### src/rtl/control_unit_pkg.sv
// Shared definitions for the multi-cycle control unit: FSM states, opcodes,
// ALU CONTROL codes and the control output bundle.
package control_unit_pkg;

   typedef enum logic [3:0] {
      S_IDLE, S_T0, S_T1, S_T2, S_T3, S_T4, S_T5, S_T6, S_T7, S_HALT
   } state_t;

   localparam logic [4:0] OP_LD    = 5'b00000;
   localparam logic [4:0] OP_ST    = 5'b00010;
   localparam logic [4:0] OP_ADD   = 5'b00011;
   localparam logic [4:0] OP_RLAST = 5'b01011;
   localparam logic [4:0] OP_ADDI  = 5'b01100;
   localparam logic [4:0] OP_ANDI  = 5'b01101;
   localparam logic [4:0] OP_ORI   = 5'b01110;
   localparam logic [4:0] OP_BR    = 5'b10010;
   localparam logic [4:0] OP_NOP   = 5'b11010;
   localparam logic [4:0] OP_HALT  = 5'b11011;

   localparam logic [4:0] ALU_ADD  = 5'b00011;
   localparam logic [4:0] ALU_AND  = 5'b00101;
   localparam logic [4:0] ALU_OR   = 5'b00110;

   typedef enum logic [2:0] {
      CLS_NOP, CLS_RTYPE, CLS_IMM, CLS_LD, CLS_ST, CLS_BR, CLS_HALT
   } iclass_t;

   typedef struct packed {
      logic       pc_out;
      logic       mdr_out;
      logic       zhi_out;
      logic       zlo_out;
      logic       hi_out;
      logic       lo_out;
      logic       c_out;
      logic       pc_in;
      logic       mdr_in;
      logic       mar_in;
      logic       ir_in;
      logic       y_in;
      logic       zhi_in;
      logic       zlo_in;
      logic       hi_in;
      logic       lo_in;
      logic       inc_pc;
      logic       read;
      logic       write;
      logic       g_ra;
      logic       g_rb;
      logic       g_rc;
      logic       r_in;
      logic       r_out;
      logic       ba_out;
      logic       con_in;
      logic [4:0] control;
      logic       run;
   } ctrl_t;

   // Undefined opcodes fall into CLS_NOP so they retire straight from T3.
   function automatic iclass_t op_class(input logic [4:0] op);
      iclass_t cls;
      cls = CLS_NOP;
      if (op >= OP_ADD && op <= OP_RLAST) begin
         cls = CLS_RTYPE;
      end else begin
         case (op)
            OP_ADDI, OP_ANDI, OP_ORI: cls = CLS_IMM;
            OP_LD:                    cls = CLS_LD;
            OP_ST:                    cls = CLS_ST;
            OP_BR:                    cls = CLS_BR;
            OP_HALT:                  cls = CLS_HALT;
            default:                  cls = CLS_NOP;
         endcase
      end
      return cls;
   endfunction

   function automatic logic [4:0] imm_alu_code(input logic [4:0] op);
      logic [4:0] code;
      case (op)
         OP_ANDI: code = ALU_AND;
         OP_ORI:  code = ALU_OR;
         default: code = ALU_ADD;
      endcase
      return code;
   endfunction

endpackage

### src/rtl/control_unit_decode.sv
// Moore output decode: maps (state, opcode, branch) to the control bundle.
module control_decode
   import control_unit_pkg::*;
(
   input  state_t     state,
   input  logic [4:0] opcode,
   input  logic       branch,
   output ctrl_t      ctrl
);

   iclass_t cls;
   assign cls = op_class(opcode);

   always_comb begin
      ctrl     = '0;
      ctrl.run = (state != S_HALT);
      case (state)
         S_T0: begin
            ctrl.pc_out = 1'b1;
            ctrl.mar_in = 1'b1;
            ctrl.inc_pc = 1'b1;
         end
         S_T1: begin
            ctrl.read   = 1'b1;
            ctrl.mdr_in = 1'b1;
         end
         S_T2: begin
            ctrl.mdr_out = 1'b1;
            ctrl.ir_in   = 1'b1;
         end
         S_T3: begin
            case (cls)
               CLS_RTYPE, CLS_IMM: begin
                  ctrl.g_rb  = 1'b1;
                  ctrl.r_out = 1'b1;
                  ctrl.y_in  = 1'b1;
               end
               CLS_LD, CLS_ST: begin
                  ctrl.g_rb   = 1'b1;
                  ctrl.ba_out = 1'b1;
                  ctrl.y_in   = 1'b1;
               end
               CLS_BR: begin
                  ctrl.g_ra   = 1'b1;
                  ctrl.r_out  = 1'b1;
                  ctrl.con_in = 1'b1;
               end
               default: ;
            endcase
         end
         S_T4: begin
            case (cls)
               CLS_RTYPE: begin
                  ctrl.g_rc    = 1'b1;
                  ctrl.r_out   = 1'b1;
                  ctrl.zlo_in  = 1'b1;
                  ctrl.control = opcode;
               end
               CLS_IMM: begin
                  ctrl.c_out   = 1'b1;
                  ctrl.zlo_in  = 1'b1;
                  ctrl.control = imm_alu_code(opcode);
               end
               CLS_LD, CLS_ST: begin
                  ctrl.c_out   = 1'b1;
                  ctrl.zlo_in  = 1'b1;
                  ctrl.control = ALU_ADD;
               end
               CLS_BR: begin
                  ctrl.pc_out = 1'b1;
                  ctrl.y_in   = 1'b1;
               end
               default: ;
            endcase
         end
         S_T5: begin
            case (cls)
               CLS_RTYPE, CLS_IMM: begin
                  ctrl.zlo_out = 1'b1;
                  ctrl.g_ra    = 1'b1;
                  ctrl.r_in    = 1'b1;
               end
               CLS_LD, CLS_ST: begin
                  ctrl.zlo_out = 1'b1;
                  ctrl.mar_in  = 1'b1;
               end
               CLS_BR: begin
                  ctrl.c_out   = 1'b1;
                  ctrl.zlo_in  = 1'b1;
                  ctrl.control = ALU_ADD;
               end
               default: ;
            endcase
         end
         S_T6: begin
            case (cls)
               CLS_LD: begin
                  ctrl.read   = 1'b1;
                  ctrl.mdr_in = 1'b1;
               end
               CLS_ST: begin
                  ctrl.g_ra   = 1'b1;
                  ctrl.r_out  = 1'b1;
                  ctrl.mdr_in = 1'b1;
               end
               CLS_BR: begin
                  ctrl.zlo_out = 1'b1;
                  ctrl.pc_in   = branch;
               end
               default: ;
            endcase
         end
         S_T7: begin
            case (cls)
               CLS_LD: begin
                  ctrl.mdr_out = 1'b1;
                  ctrl.g_ra    = 1'b1;
                  ctrl.r_in    = 1'b1;
               end
               CLS_ST: ctrl.write = 1'b1;
               default: ;
            endcase
         end
         default: ;
      endcase
   end

endmodule

### src/rtl/control_unit.sv
// Multi-cycle CPU control unit: state register and next-state logic, with
// output decode delegated to control_decode.
module control_unit
   import control_unit_pkg::*;
(
   input  logic        Clock,
   input  logic        Clear,
   input  logic [31:0] IR,
   input  logic        branch,
   input  logic        Mem_Ready,
   input  logic        Stop,
   output logic        PC_Out,
   output logic        MDR_Out,
   output logic        ZHI_Out,
   output logic        ZLO_Out,
   output logic        HI_Out,
   output logic        LO_Out,
   output logic        C_Out,
   output logic        PC_In,
   output logic        MDR_In,
   output logic        MAR_In,
   output logic        IR_In,
   output logic        Y_In,
   output logic        ZHI_In,
   output logic        ZLO_In,
   output logic        HI_In,
   output logic        LO_In,
   output logic        IncPC,
   output logic        Read,
   output logic        Write,
   output logic        G_RA,
   output logic        G_RB,
   output logic        G_RC,
   output logic        R_In,
   output logic        R_Out,
   output logic        BA_Out,
   output logic        conIn,
   output logic [4:0]  CONTROL,
   output logic        Run
);

   state_t     state_reg;
   state_t     state_next;
   state_t     end_state;
   iclass_t    cls;
   logic [4:0] opcode;
   ctrl_t      ctrl;
   logic       unused_ir;

   assign opcode    = IR[31:27];
   assign unused_ir = ^IR[26:0];
   assign cls       = op_class(opcode);

   // Every path that would re-enter fetch honours a pending pause request.
   assign end_state = Stop ? S_IDLE : S_T0;

   always_comb begin
      state_next = state_reg;
      case (state_reg)
         S_IDLE: state_next = Stop ? S_IDLE : S_T0;
         S_T0:   state_next = S_T1;
         S_T1:   state_next = Mem_Ready ? S_T2 : S_T1;
         S_T2:   state_next = S_T3;
         S_T3: begin
            case (cls)
               CLS_RTYPE, CLS_IMM, CLS_LD, CLS_ST, CLS_BR: state_next = S_T4;
               CLS_HALT: state_next = S_HALT;
               default:  state_next = end_state;
            endcase
         end
         S_T4: state_next = S_T5;
         S_T5: begin
            case (cls)
               CLS_LD, CLS_ST, CLS_BR: state_next = S_T6;
               default:                state_next = end_state;
            endcase
         end
         S_T6: begin
            case (cls)
               CLS_LD:  state_next = Mem_Ready ? S_T7 : S_T6;
               CLS_ST:  state_next = S_T7;
               default: state_next = end_state;
            endcase
         end
         S_T7: begin
            case (cls)
               CLS_ST:  state_next = Mem_Ready ? end_state : S_T7;
               default: state_next = end_state;
            endcase
         end
         S_HALT: state_next = S_HALT;
         default: state_next = S_T0;
      endcase
   end

   always_ff @(posedge Clock or negedge Clear) begin
      if (!Clear) begin
         state_reg <= S_T0;
      end else begin
         state_reg <= state_next;
      end
   end

   control_decode u_decode (
      .state  (state_reg),
      .opcode (opcode),
      .branch (branch),
      .ctrl   (ctrl)
   );

   assign PC_Out  = ctrl.pc_out;
   assign MDR_Out = ctrl.mdr_out;
   assign ZHI_Out = ctrl.zhi_out;
   assign ZLO_Out = ctrl.zlo_out;
   assign HI_Out  = ctrl.hi_out;
   assign LO_Out  = ctrl.lo_out;
   assign C_Out   = ctrl.c_out;
   assign PC_In   = ctrl.pc_in;
   assign MDR_In  = ctrl.mdr_in;
   assign MAR_In  = ctrl.mar_in;
   assign IR_In   = ctrl.ir_in;
   assign Y_In    = ctrl.y_in;
   assign ZHI_In  = ctrl.zhi_in;
   assign ZLO_In  = ctrl.zlo_in;
   assign HI_In   = ctrl.hi_in;
   assign LO_In   = ctrl.lo_in;
   assign IncPC   = ctrl.inc_pc;
   assign Read    = ctrl.read;
   assign Write   = ctrl.write;
   assign G_RA    = ctrl.g_ra;
   assign G_RB    = ctrl.g_rb;
   assign G_RC    = ctrl.g_rc;
   assign R_In    = ctrl.r_in;
   assign R_Out   = ctrl.r_out;
   assign BA_Out  = ctrl.ba_out;
   assign conIn   = ctrl.con_in;
   assign CONTROL = ctrl.control;
   assign Run     = ctrl.run;

endmodule
### config.mk
export PLATFORM = sky130hd
export DESIGN_NAME = control_unit
export DESIGN_NICKNAME = d
export VERILOG_FILES = /design/src/rtl/control_unit_pkg.sv /design/src/rtl/control_unit_decode.sv /design/src/rtl/control_unit.sv
export SDC_FILE = /design/constraint.sdc
export NUM_CORES = 1
export LEC_CHECK = 0
export CAP_MARGIN = 15
export CORE_ASPECT_RATIO = 1.2
export CORE_MARGIN = 1
export CORE_UTILIZATION = 32
export CTS_CLUSTER_DIAMETER = 30
export DETAILED_ROUTE_END_ITERATION = 10
export GPL_TIMING_DRIVEN = 0
export PLACE_DENSITY = 0.78
export SYNTH_ARGS = -nofsm -noshare
export SYNTH_HDL_FRONTEND = slang
export SYNTH_SLANG_ARGS = --single-unit
export TNS_END_PERCENT = 50
### constraint.sdc
create_clock -name Clock -period 2.48 [get_ports Clock]
set_input_delay 0.744 -clock Clock [delete_from_list [all_inputs] [get_ports Clock]]
set_output_delay 0.744 -clock Clock [all_outputs]
set_load 0.1 [all_outputs]
==> metrics.cfg, run 1 <==
[outcome]
status = finished with violations
violations = negative setup slack

[setup_path]
rrSetupSlack_ns = 0.66
cp-start-kind = input pin
critPathCaptureType = primary output
r2r_end = state_reg[3]
worstPathRequired_ns = 1.74
startpoint = IR[29]
arrival_ns = 2.08
crit_type = input pin to primary output
crit_end = C_Out
reg2regPathDepth = 5
r2r_start = state_reg[3]
critPathMaxFanout = 6

[finish]
regArea_um2 = 101
diodes = 0
area_delta_synth_final_pct = 124
instances_no_fill = 241
fillers = 160
design_area_um2 = 2160
multi_input_area_um2 = 1030
largest_reg_flops = 4
nets = 245
drive_gt1_share_pct = 57.5

[yosys]
synth_warnings = 0
synthCells = 144
synth-edff-count = 0
async_reset_ff_share_pct = 100
ys_top_cells_by_count = nand2_1, o21ai_0, buf_2, nor2_1, nor3_1
netlist_area_um2 = 962
yosys.area.top_type = dfrtp_1
yosysTopAreaCellShare_pct = 7.80
synth_cell_types = 47
syn_area_per_cell_um2 = 6.68
synth-seq-cells = 4
netlist_top_cells_area = dfrtp_1, o21ai_0, buf_4, nand2_1, buf_2
synth_ff_type = dfrtp_1
seq_area_frac_synth_pct = 10.5

[grt]
grt.total_usage_pct = 26.3
grt_start_max_net_pins = 11
grt_pass1_vias = 1292
gr-total-overflow = 0
grt_first_pass_wirelength_um = 6330
antenna_found_initial = 0

[placed_design]
dpl_cell_area_um2 = 1560
dp_cells = 214
dp_hpwl_um = 2470
routabilityCongestion = 0.884
numPortBuffers = 30

[cts]
tritoncts = built
cts.reportedPaths.clkPinSlew_ns = 0.06
cts_hold_buf = 0
cts_buffer_depth = 2
clock_latency_ns = 0.26
cts_sinks = 4
numCtsBuffers = 3
htree_num_levels = 1
cts_root_buf = clkbuf_4

[power]
power_frac_comb_pct = 86.0
powerDensity_nw_per_um2 = 772
power.switching_mw = 1.05
finalPower_mw = 1.67
power.internal_mw = 0.615
clkPwrFrac_pct = 6.1
ir_drop_mv = 0.761
seqPwrFrac_pct = 8.0
leakagePower_nw = 0.850
swShare_pct = 63.1

[timing]
fin_crit_ns = 2.83
setup_viol = 21
slew_headroom_pct = 64.1
final_max_slew_viol_count = 0
period_share_pct = 114
fmax_mhz = 354
skew_ns = 0.0214
final_hold_viol_count = 0
setup_slack_ns = -0.347
worst_pin_slew_ns = 0.541
rsz0062_at_grt = true

[route]
ant_nets = 0
num_vias = 1497
route.detailed.wl_per_inst_um = 19.4
wl_um = 4670
routed_via_density = 6.21
drt_iter0_drc = 79
route.detailed.drc = 0
dr.pass1.iters = 5

[hold_path]
holdCritPathClass = register to register

[floorplan]
start_util_pct = 34.2
die_h_um = 62.1
ios = 69
coreArea_um2 = 2810
die_x_um = 52.1
rows = 21
die_area_um2 = 3230

[flow_run]
max-cap-violations = 0

-- cell families (layout without fill, tap and decap cells) --
family,Yosys count,after routing,share of synthesized area [%]
XOR/XNOR,1,1,0.910
AND/OR/NAND/NOR,68,68,41.4
other,1,7,0.390
AO/OA/AOI/OAI,43,43,30.3
buffers and inverters,26,83,15.5
multiplexers,1,1,1.04
flip-flops,4,4,10.5
-- timing repair --
action                                 4_1_cts  5_1_grt
pin swaps                                   19       17
resized for setup                          243       21
setup endpoints to repair                   25       23
endpoints found under the hold margin        0        0
setup buffers                               15        8
gates cloned                                 0        0
-- cells in the final DEF, fill, tap and decap left out, drive strengths merged, types with 2 or more instances in the layout --
| cell | instances |
|---|---|
| o211ai | 2 |
| clkdlybuf4s50 | 4 |
| nand2 | 12 |
| buf | 66 |
| conb | 7 |
| o21ai | 16 |
| nand2b | 6 |
| clkbuf | 7 |
| nor2 | 8 |
| or3 | 4 |
| nor3 | 11 |
| a21oi | 6 |
| o221ai | 2 |
| nand3b | 2 |
| a21o | 2 |
| and3 | 6 |
| inv | 5 |
| a22oi | 2 |
| nor2b | 6 |
| nand4 | 4 |
| and2 | 3 |
| a211oi | 2 |
| dfrtp | 3 |
| a31oi | 2 |
-- worst min-delay path by stage --
| stage | startpoint | endpoint | slack, ns | cells after the start |
|---|---|---|---|---|
| after floorplan | Clear | state_reg[1] | 0.45 | 0 |
| after CTS | state_reg[3] | state_reg[2] | 0.63 | 2 |
| after global placement | state_reg[3] | state_reg[2] | 0.60 | 2 |
| after global routing | state_reg[3] | state_reg[2] | 0.66 | 2 |
| final | state_reg[3] | state_reg[2] | 0.63 | 2 |
| after detailed placement | state_reg[3] | state_reg[2] | 0.62 | 2 |
-- power by group through the flow --
| stage | sequential [mW] | clock, mW | combinational [mW] |
|---|---|---|---|
| floorplan | 0.118 | 0 | 0.966 |
| detailed placement | 0.128 | 0 | 1.18 |
| finish | 0.133 | 0.101 | 1.43 |
| global placement | 0.126 | 0 | 1.16 |
| global route | 0.136 | 0.106 | 1.47 |
| CTS | 0.130 | 0.0985 | 1.36 |
-- metal layers --
| layer | up-vias | global-route usage (%) | wire [µm] |
|---|---|---|---|
| li1 | 639 | - | - |
| met2 | 117 | 50.0 | 2500 |
| met3 | 37 | 1.46 | 348 |
| met4 | 0 | 10.4 | 278 |
| met5 | - | 0 | 0 |
| met1 | 704 | 30.7 | 1540 |
-- final cells by class --
type,instances,area share [%]
timing repair buffer,53,31.8
buffer,21,11.7
sequential,4,4.69
multi-input combinational,120,47.6
inverter,5,0.985
tap,34,1.97
clock buffer,4,1.22
-- metrics by stage --
stage	setup TNS, ns	hold slack [ns]	setup slack [ns]	utilization, %
after floorplan	-10.53	0.448	-0.932	-
after global placement	-36.14	0.602	-1.95	55.4
after detailed placement	-36.24	0.619	-1.93	55.4
after CTS	-3.00	0.626	-0.416	71.2
after global routing	-5.03	0.657	-0.378	76.8
final	-4.26	0.630	-0.347	76.8
-- worst max-delay path: stages --
cell      delay, ns
buf_12         0.11
nand3b_1       0.17
or3_4          0.43
buf_4          0.15
buf_6          0.11
o21ai_4        0.17
buf_12         0.19
No activity file was read; power rests on OpenSTA's default activity.
==> run 2, diff against run 1 <==
- ABC_CLOCK_PERIOD_IN_PS: default -> 2480
==> results of run 2 <==
No change in the layout: final DEF, timing and power equal those of run 1.
